File: src/rtl/instr_memory_pkg.sv
// Shared CPU constants: instruction word width, program-pointer width and
// instruction-memory depth used by both the PC logic and the memory.
package instr_memory_pkg;

    localparam int INSTR_W = 26;
    localparam int PC_W    = 4;
    localparam int DEPTH   = 2 ** PC_W;

    typedef logic [INSTR_W-1:0] instr_t;

endpackage

File: src/rtl/instr_memory.sv
// 16 x 26-bit single-port instruction memory: each edge either writes a word
// or performs a registered read of the addressed word onto opcode.
module instr_memory
    import instr_memory_pkg::*;
#(
    parameter int DATA_W = INSTR_W,
    parameter int ADDR_W = PC_W,
    parameter int DEPTH  = 2 ** ADDR_W
) (
    input  logic              clk,
    input  logic              reset,
    input  logic [ADDR_W-1:0] prog_pointer,
    input  logic              write_data,
    input  logic [DATA_W-1:0] data_to_write,
    output logic [DATA_W-1:0] opcode
);

    logic [DATA_W-1:0] mem [DEPTH];

    // Storage is plain flops so every entry is defined right after reset.
    always_ff @(posedge clk or negedge reset) begin
        if (!reset) begin
            opcode <= '0;
            for (int i = 0; i < DEPTH; i++) begin
                mem[i] <= '0;
            end
        end else if (write_data) begin
            mem[prog_pointer] <= data_to_write;
        end else begin
            opcode <= mem[prog_pointer];
        end
    end

endmodule

File: config.mk
export PLATFORM = sky130hd
export DESIGN_NAME = instr_memory
export DESIGN_NICKNAME = d
export VERILOG_FILES = /design/src/rtl/instr_memory_pkg.sv /design/src/rtl/instr_memory.sv
export SDC_FILE = /design/constraint.sdc
export NUM_CORES = 1
export LEC_CHECK = 0
export ABC_CLOCK_PERIOD_IN_PS = 1420
export BUFFER_PORTS_ARGS = -buffer_cell sky130_fd_sc_hd__buf_2
export CORE_UTILIZATION = 56
export CTS_CLUSTER_SIZE = 30
export DETAILED_ROUTE_END_ITERATION = 12
export PLACE_DENSITY = 0.77
export SLEW_MARGIN = 15
export SYNTH_ARGS = -nofsm -noshare
export SYNTH_HDL_FRONTEND = slang
export SYNTH_SLANG_ARGS = --single-unit
File: constraint.sdc
create_clock -name clk -period 1.42 [get_ports clk]
set_input_delay 0.142 -clock clk [delete_from_list [all_inputs] [get_ports clk]]
set_output_delay 0.142 -clock clk [all_outputs]
set_load 0.05 [all_outputs]
==> metrics.md, run 1 <==
| Metric | Value |
|---|---|
| Routed WL | `47400 µm` |
| Net Count, Synth | `1338` |
| Pre-CTS WS | `-402 ps` |
| CTS root buf | `clkbuf_16` |
| CTS buffer count | `45` |
| Max FO, Critical Path | `2` |
| Seq pwr share | `0.483` |
| H-tree Lvls | `2` |
| DRT antenna net count | `0` |
| Nets | `1452` |
| Max IR drop VDD | `between 0.001 and 0.0015 V` |
| Chip width | `~190 µm` |
| Logic pwr share | `0.189` |
| Crit path DAT | `~2000 ps` |
| CP Launch Type | `register` |
| Largest net degree at the start of global routing | `between 70 and 80` |
| Clk sinks | `around 440` |
| #FFs+latches synth | `between 400 and 500` |
| Final setup TNS | `-2030 ps` |
| CP peak stage delay | `around 480 ps` |
| Antenna violations before repair | `3` |
| Worst hold stages | `2` |
| Placed Instances | `between 1500 and 2000` |
| Share of layout cells above drive strength 1 | `0.495` |
| Post-synth top area cell | `dfrtp_1` |
| Worst hold slack | `~40 ps` |
| Setup Skew | `14.7 ps` |
| Site Rows | `68` |
| Post-synth top area share | `0.557` |
| Setup ws final | `-168 ps` |
| Wirelength per Cell | `approximately 25 µm` |
| Post-synthesis sequential area ratio | `0.557` |
| Antenna diodes | `0` |
| RSZ-0062 raised after global routing | `true` |
| Multi-input logic area | `roughly 0.0084 mm²` |
| Post-Synthesis Cells | `1305` |
| Clk_lat worst skew | `550 ps` |
| Die Height | `~190 µm` |
| Drt drc | `0` |
| Core box area | `0.0347 mm²` |
| Commonest non-fill, non-tap cells in the layout | `442 x dfrtp_1, 394 x mux2_2, 129 x mux2i_1, 75 x buf_4` |
| Post-Syn Area | `0.0199 mm²` |
| Total GRT Usage | `0.272` |
| P_int | `26.1 mW` |
| CTS tree | `yes` |
| Fmax achieved | `0.630 GHz` |
| CP max stage cell | `mux4_2` |
| Run status | `finished with violations` |
| Dpl hpwl | `between 30000 and 40000 µm` |
| Worst EP required | `1860 ps` |
| Yosys warns | `0` |
| Vias in the first global route | `between 10000 and 15000` |
| FF-to-FF path depth | `4` |
| Iter 0 DRT Violations | `651` |
| Slew @ Worst Pin | `463 ps` |
| Vias per cell | `6.09` |
| Router iterations before antenna repair | `4` |
| DIE AREA | `0.0362 mm²` |
| GRT overflow | `0` |
| Count of cell types in the netlist | `23` |
| Initial Utilization | `0.572` |
| Sw Pwr | `9.11 mW` |
| Pleak | `10.3 nW` |
| Fin. max-slew vios | `0` |
| Max Cap Viol | `0` |
| CP Cell Sequence | `mux4_2 -> mux2i_2 -> nor2_1 -> o41a_1` |
| IO Pins | `59` |
| Worst setup EP type | `register` |
| GP Congestion | `0.795` |
| Final setup violation count | `26` |
| Area Growth Syn to Fin | `16.7%` |
| Number of fill cells | `between 2000 and 2500` |
| Final Hold Vio Count | `0` |
| Most area-consuming cells after synthesis | `dfrtp_1 56%, mux2_2 23%, mux2i_1 6.5%, mux4_2 5.9%, o22ai_1 1.6%` |
| Mean Syn Cell Area | `15.2 µm²` |
| Failing checks | `negative setup slack` |
| Critical path class | `reg -> reg` |
| Clk pwr share | `0.328` |
| CTS clk-pin slew, worst paths | `70 ps` |
| I/O Buffers | `58` |
| Post-route minimum period | `1590 ps` |
| Fin crit share | `1.12` |
| Worst min path class | `in -> reg` |
| Clk buf depth | `3` |
| Power per cell area | `1520 mW/mm²` |
| Fin cells | `1906` |
| Register area | `0.0111 mm²` |
| Global-route wire length before repair | `74500 µm` |
| Max-slew headroom | `0.691` |
| Via count | `between 10000 and 15000` |
| Most common cell after layout, fill and taps aside | `dfrtp_1` |
| Net Sw Frac | `0.259` |
## layer usage
metal / GRT usage / routed length (µm)
met1: 0.370 / 21000
met2: 0.454 / 23500
met3: 0.0427 / 1780
met4: 0.0785 / 1160
met5: 0 / 39
## through the flow
stage / cell area (µm²) / power [mW] / utilization
floorplan: 20100 / 21.7 / -
global placement: 21600 / 23.3 / 0.623
detailed placement: 21600 / 23.7 / 0.623
CTS: 23100 / 35.3 / 0.667
global route: 23200 / 36.7 / 0.668
finish: 23200 / 35.2 / 0.668
## layout make-up
cell class	instances	share of cell area
flip-flops and latches	442	0.477
multi-input cells	756	0.361
repair buffers	174	0.0753
clock buffers	70	0.0588
well taps	455	0.0246
clock inverters	9	0.00318
## registers in the layout, summed over array words and instances, names as in the netlist
name    cells
mem       416
opcode     26
## power by group through the flow
stage / Clock (mW) / Combinational (mW) / Sequential (mW)
after floorplan: 0 / 4.58 / 17.1
after global placement: 0 / 6.27 / 17.0
after detailed placement: 0 / 6.52 / 17.2
after CTS: 11.7 / 6.64 / 17.0
after global routing: 12.2 / 7.16 / 17.3
final: 11.5 / 6.65 / 17.0
## cells in the mapped netlist
master / n
nor3_4: 2
nor2_1: 27
dfrtp_1: 442
mux2i_1: 130
nand3b_4: 1
nand2b_1: 30
nand3_2: 1
nand3b_1: 2
nand3_1: 2
buf_2: 47
mux2_2: 404
nand3b_2: 1
nor2_2: 9
nor3b_2: 1
mux2_1: 12
buf_6: 10
buf_4: 6
clkbuf_1: 44
mux4_2: 52
o22ai_1: 52
nor3_2: 1
nand2_1: 3
o41a_1: 26
## worst max-delay path: cells and delay by family (launching register included)
| kind | cells | cell delay (ps) |
|---|---|---|
| AO/OA/AOI/OAI | 1 | 310 |
| flip-flops | 1 | 380 |
| multiplexers | 2 | 690 |
| AND/OR/NAND/NOR | 1 | 90 |
## path summary, 6_finish.rpt
kind	from	endpoint	slack [ps]
max	mem[227]$_DFFE_PN0P_	opcode[19]$_DFFE_PN0N_	-170
min	data_to_write[11]	mem[375]$_DFFE_PN0P_	40
max reg2reg	mem[227]$_DFFE_PN0P_	opcode[19]$_DFFE_PN0N_	-170
min reg2reg	mem[371]$_DFFE_PN0P_	mem[371]$_DFFE_PN0P_	480
max in group asynchronous	reset	opcode[12]$_DFFE_PN0N_	660
min in group asynchronous	reset	mem[146]$_DFFE_PN0P_	70
## repair_timing
action | 4_1_cts | 5_1_grt
resized for setup | 4 | 1
buffers inserted | 7 | 5
endpoints found under the hold margin | 442 | 0
setup endpoints to repair | 29 | 27
cloned | 0 | 0
hold buffers | 1 | 0
pin swaps | 23 | 9
## logic make-up (layout without fill, tap and decap cells)
logic type	count (synthesis)	count (layout)	synth area share
DFF	442	442	0.557
muxes	598	598	0.360
buffers and inverters	107	253	0.0281
AOI/OAI and AO/OA	78	78	0.0311
and+or+nand+nor	80	80	0.0241
(Power assumes the default switching activity.)
==> inputs of run 2 (changes only) <==
ABC_CLOCK_PERIOD_IN_PS = 1600   (was 1420)
CORE_UTILIZATION = 62   (was 56)
PLACE_DENSITY = 0.8   (was 0.77)
clock period = 1.6 ns   (was 1.42 ns; I/O delays follow)
==> run 2 against run 1 <==
  * The run now ends clean
  * Wire length barely moved
  * Global-route usage rose by 3.1 points
  * Cell area up 0.23%
  * Count of clock-buffer cells in the layout is 1 higher
  * Flip-flop and latch count did not move
  * Die area decreased by 9.6%
  * Fmax increased by 1.0%
  * Setup slack better by 200 ps
  * Sequential share of layout area fell by 0.11 points
  * Largest power group unchanged
==> metrics.md, run 2 (synthesis results as in run 1) <==
| Metric | Value |
|---|---|
| Run status | `finished clean` |
| Via count | `11758` |
| Final setup violation count | `0` |
| Drt drc | `0` |
| GP Congestion | `0.822` |
| IO Pins | `59` |
| Max-slew headroom | `0.687` |
| DIE AREA | `0.0328 mm²` |
| Fmax achieved | `0.636 GHz` |
| I/O Buffers | `just under 60` |
| Max Cap Viol | `0` |
| Max FO, Critical Path | `2` |
| Overall power | `31.4 mW` |
| Power per cell area | `1350 mW/mm²` |
| Pleak | `a little over 10 nW` |
| Worst r2r dst | `opcode[17]$_DFFE_PN0N_` |
| H-tree Lvls | `2` |
| Chip width | `approximately 180 µm` |
| Clk pwr share | `0.329` |
| CTS tree | `yes` |
| Routed WL | `47400 µm` |
| Setup Skew | `8.47 ps` |
| CTS buffer count | `44` |
| CTS root buf | `clkbuf_16` |
| Crit path DAT | `1990 ps` |
| Seq pwr share | `0.482` |
| Die Height | `approximately 180 µm` |
| Most common cell after layout, fill and taps aside | `dfrtp_1` |
| Reg2Reg Setup Slack | `around 28 ps` |
| Core box area | `0.0316 mm²` |
| Initial Utilization | `0.630` |
| Area Growth Syn to Fin | `16.9%` |
| R2r startpoint | `mem[225]$_DFFE_PN0P_` |
| CP max stage cell | `mux4_2` |
| Largest net degree at the start of global routing | `83` |
| Max IR drop VDD | `0.000660 V` |
| Iter 0 DRT Violations | `between 700 and 800` |
| Clk sinks | `442` |
| Max reg flops | `416` |
| CP peak stage delay | `about 470 ps` |
| P_int | `around 23 mW` |
| Fin. max-slew vios | `0` |
| Share of layout cells above drive strength 1 | `0.496` |
| Total GRT Usage | `0.303` |
| Post-route minimum period | `between 1500 and 2000 ps` |
| Site Rows | `between 60 and 70` |
| HP Start | `data_to_write[12]` |
| DRT antenna net count | `0` |
| Wirelength per Cell | `25.5 µm` |
| Worst EP required | `2010 ps` |
| Vias in the first global route | `roughly 13000` |
| Antenna violations before repair | `2` |
| Register name with the most flops | `mem` |
| Worst min path class | `in -> reg` |
| Logic pwr share | `0.189` |
| Biggest regs | `mem x416, opcode x26` |
| Worst hold stages | `2` |
| Final instance area | `0.0232 mm²` |
| Nets | `1455` |
| CP Launch Type | `register` |
| Dpl hpwl | `30700 µm` |
| FF-to-FF path depth | `4` |
| Fin crit share | `0.983` |
| Clk_lat worst skew | `around 540 ps` |
| RSZ-0062 raised after global routing | `true` |
| End of the worst hold path | `mem[376]$_DFFE_PN0P_` |
| Clk buf depth | `3` |
| Sw Pwr | `8.07 mW` |
| Final Hold Vio Count | `0` |
| Net Sw Frac | `0.257` |
| Slew @ Worst Pin | `roughly 470 ps` |
| Router iterations before antenna repair | `5` |
| CP Cell Sequence | `mux4_2 -> mux2i_1 -> nor2_1 -> o41a_1` |
| Worst setup EP type | `register` |
| Commonest non-fill, non-tap cells in the layout | `442 x dfrtp_1, 404 x mux2_2, 129 x mux2i_1, 66 x buf_4, 56 x buf_2` |
| Critical path class | `reg -> reg` |
| Vias per cell | `between 6 and 7` |
| CTS clk-pin slew, worst paths | `60 ps` |
| Area after DPL | `0.0217 mm²` |
| GRT overflow | `0` |
| Global-route wire length before repair | `approximately 75000 µm` |
run 2: worst max path at each step:
| stage | startpoint | endpoint | slack, ps | cells past startpoint |
|---|---|---|---|---|
| after floorplan | prog_pointer[0] | opcode[11]$_DFFE_PN0N_ | -30 | 7 |
| after detailed placement | prog_pointer[0] | opcode[16]$_DFFE_PN0N_ | -270 | 6 |
| after global placement | prog_pointer[0] | opcode[10]$_DFFE_PN0N_ | -220 | 6 |
| after CTS | mem[231]$_DFFE_PN0P_ | opcode[23]$_DFFE_PN0N_ | 3 | 4 |
| final | mem[225]$_DFFE_PN0P_ | opcode[17]$_DFFE_PN0N_ | 30 | 4 |
| after global routing | mem[333]$_DFFE_PN0P_ | opcode[21]$_DFFE_PN0N_ | -20 | 4 |
run 2: layout make-up:
class	instances	area, µm²
diodes	1	2.50
clock buffers	71	1370
clock inverters	9	101
fillers	1937	8320
multi-input cells	756	8320
flip-flops and latches	442	11100
well taps	402	503
repair buffers	178	1880
run 2: routing by layer:
layer	wire, µm	vias up	GRT usage
met4	1070	0	0.0834
li1	-	5062	-
met3	1950	82	0.0409
met2	23600	285	0.498
met5	0	-	0
met1	20700	6329	0.428
run 2: metrics by stage:
stage / TNS [ps] / hold WS [ps] / utilization / cells / worst slack [ps]
after floorplan: -627 / -136 / - / 1305 / -27.0
after global placement: -42730 / 84.1 / 0.687 / 1768 / -219
after detailed placement: -49910 / 82.6 / 0.687 / 1768 / -268
after CTS: 0 / 60.0 / 0.735 / 1853 / 3.37
after global routing: -18.4 / 94.9 / 0.736 / 1859 / -18.4
final: 0 / 84.3 / 0.736 / 1859 / 28.0
run 2: timing repair:
action	4_1_cts	5_1_grt
pin swaps	14	26
buffers inserted	4	5
hold endpoints to repair	297	0
gates resized for setup	0	1
hold buffers	1	0
setup endpoints to repair	9	18
run 2: power groups by stage:
stage	combinational (mW)	sequential, mW	clock [mW]
6_report	5.94	15.1	10.3
5_1_grt	6.37	15.4	10.9
4_1_cts	5.92	15.1	10.5
3_5_place_dp	5.81	15.3	0
3_3_place_gp	5.57	15.1	0
2_1_floorplan	3.99	15.2	0
run 2: worst max-delay path: cells and delay by family (launching register included):
kind             cells  cell delay, ps
multiplexers         2             630
AO/OA/AOI/OAI        1             390
AND/OR/NAND/NOR      1              60
flip-flops           1             380
